`config.mk`:
```
export PLATFORM = sky130hd
export DESIGN_NAME = seg_display_scanner
export DESIGN_NICKNAME = d
export VERILOG_FILES = /design/src/rtl/display_pkg.sv /design/src/rtl/hex7_decoder.sv /design/src/rtl/seg_display_scanner.sv
export SDC_FILE = /design/constraint.sdc
export NUM_CORES = 1
export LEC_CHECK = 0
export BUFFER_PORTS_ARGS = -buffer_cell sky130_fd_sc_hd__buf_2
export CORE_UTILIZATION = 55
export CTS_BUF_LIST = sky130_fd_sc_hd__clkbuf_2 sky130_fd_sc_hd__clkbuf_4 sky130_fd_sc_hd__clkbuf_8
export DETAILED_ROUTE_END_ITERATION = 10
export PLACE_DENSITY = 0.85
export SKIP_LAST_GASP = 1
export SLEW_MARGIN = 25
export SYNTH_ARGS = -nofsm -noshare
export SYNTH_HDL_FRONTEND = slang
export SYNTH_SLANG_ARGS = --single-unit
```
`constraint.sdc`:
```
create_clock -name clock1KHz -period 3 [get_ports clock1KHz]
set_clock_uncertainty 0.15 [all_clocks]
set_input_delay 0.45 -clock clock1KHz [delete_from_list [all_inputs] [get_ports clock1KHz]]
set_output_delay 0.45 -clock clock1KHz [all_outputs]
set_load 0.005 [all_outputs]
```
`src/rtl/display_pkg.sv`:
```
// rtl/display_pkg.sv - shared constants and types for the seven-segment scanner
package display_pkg;

  // Scan FSM: a dark guard cycle between every pair of lit digits
  typedef enum logic {GUARD = 1'b0, ON = 1'b1} scan_state_t;

  localparam logic [3:0] DIG_OFF = 4'hF;
  localparam logic [7:0] SEG_OFF = 8'hFF;

  // Active-high g..a patterns for hex digits 0..F
  localparam logic [6:0] SEG7 [16] = '{
    7'h3F, 7'h06, 7'h5B, 7'h4F, 7'h66, 7'h6D, 7'h7D, 7'h07,
    7'h7F, 7'h6F, 7'h77, 7'h7C, 7'h39, 7'h5E, 7'h79, 7'h71
  };

endpackage

```
`src/rtl/hex7_decoder.sv`:
```
// rtl/hex7_decoder.sv - nibble to active-high seven-segment pattern
module hex7_decoder
  import display_pkg::*;
(
  input  logic [3:0] i_nibble,
  output logic [6:0] o_seg
);

  assign o_seg = SEG7[i_nibble];

endmodule

```
`src/rtl/seg_display_scanner.sv`:
```
// rtl/seg_display_scanner.sv - double-buffered four-digit multiplexed display scanner
module seg_display_scanner
  import display_pkg::*;
#(
  parameter int SLOT_TICKS = 1,
  parameter int BLANK_LZ   = 1
) (
  input  logic        clock1KHz,
  input  logic        RAMclr,
  input  logic [15:0] value,
  input  logic        value_ld,
  output logic [3:0]  dig,
  output logic [7:0]  seg,
  output logic        frame_start
);

  localparam int CNT_W = (SLOT_TICKS > 1) ? $clog2(SLOT_TICKS) : 1;
  localparam logic [CNT_W-1:0] LAST_TICK = CNT_W'(SLOT_TICKS - 1);

  logic              r_s1;
  logic              r_s2;
  logic              r_s3;
  logic              w_rise;
  logic [15:0]       r_pending;
  logic              r_pend_flag;
  logic [15:0]       r_shown;
  scan_state_t       r_state;
  logic [1:0]        r_idx;
  logic [CNT_W-1:0]  r_cnt;
  logic              w_boundary;
  logic              w_last_tick;
  logic [3:0]        w_nibble;
  logic [6:0]        w_pattern;
  logic              w_lz;
  logic              w_blank;
  logic [3:0]        r_dig;
  logic [7:0]        r_seg;
  logic              r_frame_start;

  assign w_rise      = r_s2 & ~r_s3;
  assign w_boundary  = (r_state == GUARD) && (r_idx == 2'd3);
  assign w_last_tick = (r_cnt == LAST_TICK);
  assign w_nibble    = r_shown[{r_idx, 2'b00} +: 4];
  assign w_blank     = (BLANK_LZ != 0) && w_lz;

  hex7_decoder u_hex7_decoder (
    .i_nibble (w_nibble),
    .o_seg    (w_pattern)
  );

  // Two-flop synchronizer on the CPU-domain strobe plus an edge register
  always_ff @(posedge clock1KHz or posedge RAMclr) begin
    if (RAMclr) begin
      r_s1 <= 1'b0;
      r_s2 <= 1'b0;
      r_s3 <= 1'b0;
    end else begin
      r_s1 <= value_ld;
      r_s2 <= r_s1;
      r_s3 <= r_s2;
    end
  end

  // Capture on each strobe rise; swap into the shown buffer only at the frame boundary
  always_ff @(posedge clock1KHz or posedge RAMclr) begin
    if (RAMclr) begin
      r_pending   <= 16'h0000;
      r_pend_flag <= 1'b0;
      r_shown     <= 16'h0000;
    end else begin
      if (w_boundary && r_pend_flag) begin
        r_shown <= r_pending;
      end
      // A rise coinciding with the swap refills pending and keeps the flag for next frame
      if (w_rise) begin
        r_pending   <= value;
        r_pend_flag <= 1'b1;
      end else if (w_boundary) begin
        r_pend_flag <= 1'b0;
      end
    end
  end

  // Guard/on scan sequencing over digits 3, 2, 1, 0
  always_ff @(posedge clock1KHz or posedge RAMclr) begin
    if (RAMclr) begin
      r_state <= GUARD;
      r_idx   <= 2'd3;
      r_cnt   <= '0;
    end else if (r_state == GUARD) begin
      r_state <= ON;
      r_cnt   <= '0;
    end else if (w_last_tick) begin
      r_state <= GUARD;
      r_idx   <= r_idx - 2'd1;
    end else begin
      r_cnt <= r_cnt + CNT_W'(1);
    end
  end

  // Leading-zero test: everything at and above the current digit is zero
  always_comb begin
    w_lz = 1'b0;
    case (r_idx)
      2'd3:    w_lz = (r_shown[15:12] == 4'h0);
      2'd2:    w_lz = (r_shown[15:8]  == 8'h00);
      2'd1:    w_lz = (r_shown[15:4]  == 12'h000);
      default: w_lz = 1'b0;
    endcase
  end

  // Registered active-low drive; blanked digits keep their slot but stay dark
  always_ff @(posedge clock1KHz or posedge RAMclr) begin
    if (RAMclr) begin
      r_dig         <= DIG_OFF;
      r_seg         <= SEG_OFF;
      r_frame_start <= 1'b0;
    end else begin
      r_frame_start <= w_boundary;
      if ((r_state == ON) && !w_blank) begin
        r_dig <= ~(4'b0001 << r_idx);
        r_seg <= {1'b1, ~w_pattern};
      end else begin
        r_dig <= DIG_OFF;
        r_seg <= SEG_OFF;
      end
    end
  end

  assign dig         = r_dig;
  assign seg         = r_seg;
  assign frame_start = r_frame_start;

endmodule
```
==> metrics.txt <==
# TYPE chip_impl_metric gauge
chip_impl_info{name="tritoncts",value="built"} 1
chip_impl_metric{name="fin_ws",unit="ns"} 0.460
chip_impl_metric{name="ir_drop",unit="V"} 0.000355
chip_impl_metric{name="seq_power_share",unit="%"} 55.9
chip_impl_metric{name="clkLatencyLatePin",unit="ns"} 0.30
chip_impl_metric{name="synth_cell_types",unit=""} 42
chip_impl_info{name="synth_top_flop_cell",value="sky130_fd_sc_hd__dfrtp_1"} 1
chip_impl_metric{name="overflow",unit=""} 0
chip_impl_metric{name="tightestPinTransition",unit="ns"} 0.820
chip_impl_metric{name="num_antenna_cells",unit=""} 0
chip_impl_metric{name="p_leak",unit="nW"} 1.15
chip_impl_metric{name="numCtsBuffers",unit=""} 5
chip_impl_metric{name="grt_pass1_vias",unit=""} 1418
chip_impl_metric{name="synthesis.yosys.warnings",unit=""} 0
chip_impl_metric{name="timing.final.crit_share",unit="%"} 84.7
chip_impl_metric{name="postLayoutCellArea",unit="sq um"} 2600
chip_impl_metric{name="drt.antenna.violating_nets",unit=""} 0
chip_impl_metric{name="fin_setup_tns",unit="ns"} 0
chip_impl_metric{name="slew_violations",unit=""} 0
chip_impl_metric{name="number_of_synthesized_flops_with_an_enable_pin",unit=""} 0
chip_impl_metric{name="vias",unit=""} 1392
chip_impl_metric{name="grt_start_max_net_pins",unit=""} 52
chip_impl_metric{name="switching_share",unit="%"} 26.1
chip_impl_metric{name="finish.utilization",unit="%"} 64.5
chip_impl_metric{name="worstPathArrival",unit="ns"} 2.61
chip_impl_info{name="cp-start-kind",value="register"} 1
chip_impl_metric{name="ctsHoldBuffers",unit=""} 0
chip_impl_metric{name="die_width",unit="um"} 67.2
chip_impl_metric{name="power_report.internal_total",unit="mW"} 1.08
chip_impl_metric{name="hold_viol",unit=""} 0
chip_impl_metric{name="place.detailed.hpwl",unit="um"} 2930
chip_impl_info{name="setup.worst_path.end_class",value="register"} 1
chip_impl_metric{name="post_cts.repair.setup_buffers",unit=""} 0
chip_impl_metric{name="slew_headroom",unit="%"} 45.3
chip_impl_metric{name="synthesis.area",unit="sq um"} 2340
chip_impl_metric{name="grt_util_all_layers",unit="%"} 19.8
chip_impl_metric{name="area_growth",unit="%"} 11.0
chip_impl_metric{name="final-setup-viol-count",unit=""} 0
chip_impl_metric{name="post_cts_resize_count",unit=""} 0
chip_impl_metric{name="port-buffer-count",unit=""} 30
chip_impl_metric{name="synthesis.instances",unit=""} 167
chip_impl_info{name="worstPathCellList",value="mux4_1 -> inv_1 -> ha_1 -> nor2_1 -> a22o_1 -> o31ai_1"} 1
chip_impl_metric{name="drc",unit=""} 0
chip_impl_metric{name="syn_area_per_cell",unit="sq um"} 14.0
chip_impl_info{name="rsz_0062_raised_after_global_routing",value="false"} 1
chip_impl_metric{name="number_of_maximum_capacitance_violations",unit=""} 0
chip_impl_info{name="crit_path_category",value="register to register"} 1
chip_impl_metric{name="coreArea",unit="sq um"} 4030
chip_impl_metric{name="start_util",unit="%"} 58.1
chip_impl_metric{name="final_nets",unit=""} 228
chip_impl_info{name="min_path_type",value="primary input to register"} 1
chip_impl_metric{name="power.share.clock",unit="%"} 26.2
chip_impl_info{name="cpLargestDelayFamily",value="multiplexers"} 1
chip_impl_info{name="worst_path_max_delay_cell",value="sky130_fd_sc_hd__mux4_1"} 1
chip_impl_metric{name="globalplace.congestion",unit=""} 0.817
chip_impl_metric{name="crit_fanout",unit=""} 10
chip_impl_metric{name="path_clk_slew",unit="ns"} 0.09
chip_impl_metric{name="place_ws",unit="ns"} 0.480
chip_impl_metric{name="ff_latch_count_synth",unit=""} 51
chip_impl_metric{name="die-area",unit="sq um"} 4520
chip_impl_metric{name="maxClockFrequency",unit="MHz"} 394
chip_impl_metric{name="fp-row-count",unit=""} 23
chip_impl_metric{name="drive_gt1_share",unit="%"} 46.2
chip_impl_metric{name="pin_count",unit=""} 32
chip_impl_metric{name="routed_wire_length_per_instance",unit="um"} 15.4
chip_impl_info{name="outcome",value="finished, final reports clean"} 1
chip_impl_metric{name="antenna_violations_before_repair",unit=""} 0
chip_impl_metric{name="power.density",unit="nW/um^2"} 562
chip_impl_metric{name="worstPathRequired",unit="ns"} 3.07
chip_impl_metric{name="cts_sinks",unit=""} 51
chip_impl_metric{name="critical_path.max_stage_delay",unit="ns"} 0.70
chip_impl_metric{name="cts_buffer_depth",unit=""} 2
chip_impl_metric{name="synthesis.nets",unit=""} 197
chip_impl_metric{name="vias_per_cell",unit=""} 5.59
chip_impl_metric{name="grt_first_pass_wirelength",unit="um"} 6440
chip_impl_metric{name="combinational_share_of_power",unit="%"} 17.9
chip_impl_metric{name="routed_wl",unit="um"} 3840
chip_impl_metric{name="initialDrtViolationCount",unit=""} 60
chip_impl_metric{name="die_height",unit="um"} 67.2
chip_impl_metric{name="firstDrtPassIters",unit=""} 4
chip_impl_info{name="ctsRootBufferMaster",value="sky130_fd_sc_hd__clkbuf_8"} 1
chip_impl_metric{name="place_area",unit="sq um"} 2510
chip_impl_metric{name="cp_num_buf_inv",unit=""} 1
chip_impl_metric{name="ys_async_sr_fraction",unit="%"} 100
chip_impl_metric{name="net-switching-power",unit="uW"} 381
chip_impl_metric{name="post-route-min-period",unit="ns"} 2.54
chip_impl_metric{name="ys_seq_area_share",unit="%"} 55.2
chip_impl_metric{name="htreeDepth",unit=""} 2
==> registers in the layout (all words and copies together) (netlist names) <==
register and flops:
dig 4, frame_start 1, r_idx 2, r_pend_flag 1, r_pending 16, r_s1 1, r_s2 1, r_s3 1
r_shown 16, r_state 1, seg 7
==> layer usage <==
layer	GRT usage [%]	part of all wire, %	vias to the layer above
met5	0	0	-
met4	9.31	1.6	0
met3	4.73	4.2	5
met2	36.0	54	36
met1	21.4	40	702
li1	-	-	649
==> worst paths after layout <==
check / endpoint / cells after the start / startpoint / slack, ns
max in group asynchronous: r_shown[4] / 2 / RAMclr / 2.09
hold reg to reg: r_s3 / 0 / r_s2 / 0.23
hold / removal: r_s1 / 1 / value_ld / 0.1
setup / recovery: seg[0] / 6 / r_idx[0] / 0.46
min in group asynchronous: r_shown[3] / 2 / RAMclr / 0.13
setup reg to reg: seg[0] / 6 / r_idx[0] / 0.46
==> power by group through the flow <==
stage	Combinational [mW]	Clock [mW]	Sequential (mW)
5_1_grt	0.290	0.417	0.826
2_1_floorplan	0.220	0	0.806
3_3_place_gp	0.250	0	0.823
4_1_cts	0.264	0.396	0.817
6_report	0.262	0.382	0.816
3_5_place_dp	0.263	0	0.831
==> Yosys cell counts, drive strengths merged, types with 2 or more instances <==
cell type   n  area [sq um]
buf         7          56.3
nand3       2          10.0
nor3b       2          15.0
xor2        2          17.5
mux2i       6          60.1
mux2       35           398
a21oi       2          10.0
dfrtp      38           951
or4         2          15.0
nor2b       2          12.5
inv         8          30.0
mux4        3          71.3
nand2       6          22.5
dfstp      13           342
o221ai      2          17.5
nor2        5          18.8
ha         11           138
==> logic make-up (layout without fill, tap and decap cells) <==
logic type / count (synthesis) / after routing / share of synthesized area [%]
buffers and inverters: 16 / 48 / 3.85
muxes: 44 / 44 / 22.6
AOI/OAI and AO/OA: 15 / 15 / 4.81
xor gates and xnor gates: 3 / 3 / 1.12
adders and majority gates: 11 / 11 / 5.88
and+or+nand+nor: 26 / 26 / 6.31
DFF: 51 / 51 / 55.2
other: 1 / 1 / 0.160
==> metrics by stage <==
step	cells	total power, mW	hold WS [ns]
6_report	249	1.46	0.0983
3_3_place_gp	241	1.07	0.207
3_5_place_dp	241	1.09	0.220
2_1_floorplan	167	1.03	0.181
5_1_grt	249	1.53	0.0954
4_1_cts	249	1.48	0.0926
==> final cells by class <==
type                    count  area, sq um
fillers                   329         1430
flip-flops and latches     51         1290
multi-input cells         100          957
repair buffers             32          165
clock buffers               6         76.3
well taps                  50         62.6
inverters                   8         31.3
clock inverters             2         12.5
==> layout by cell type (no fill, tap or decap), types with 2 or more instances in the layout <==
| master | n |
|---|---|
| sky130_fd_sc_hd__ha_1 | 11 |
| sky130_fd_sc_hd__inv_1 | 7 |
| sky130_fd_sc_hd__or4_1 | 2 |
| sky130_fd_sc_hd__dfstp_2 | 13 |
| sky130_fd_sc_hd__buf_2 | 30 |
| sky130_fd_sc_hd__nand3_1 | 2 |
| sky130_fd_sc_hd__mux2i_1 | 6 |
| sky130_fd_sc_hd__a21oi_1 | 2 |
| sky130_fd_sc_hd__mux2_2 | 34 |
| sky130_fd_sc_hd__dfrtp_1 | 38 |
| sky130_fd_sc_hd__nand2_1 | 6 |
| sky130_fd_sc_hd__nor2b_1 | 2 |
| sky130_fd_sc_hd__nor2_1 | 5 |
| sky130_fd_sc_hd__clkinv_2 | 2 |
| sky130_fd_sc_hd__nor3b_1 | 2 |
| sky130_fd_sc_hd__o221ai_1 | 2 |
| sky130_fd_sc_hd__mux4_2 | 2 |
| sky130_fd_sc_hd__clkbuf_8 | 5 |
| sky130_fd_sc_hd__xor2_1 | 2 |
| sky130_fd_sc_hd__buf_4 | 2 |
Note: power is estimated with default switching activity, not from simulation.
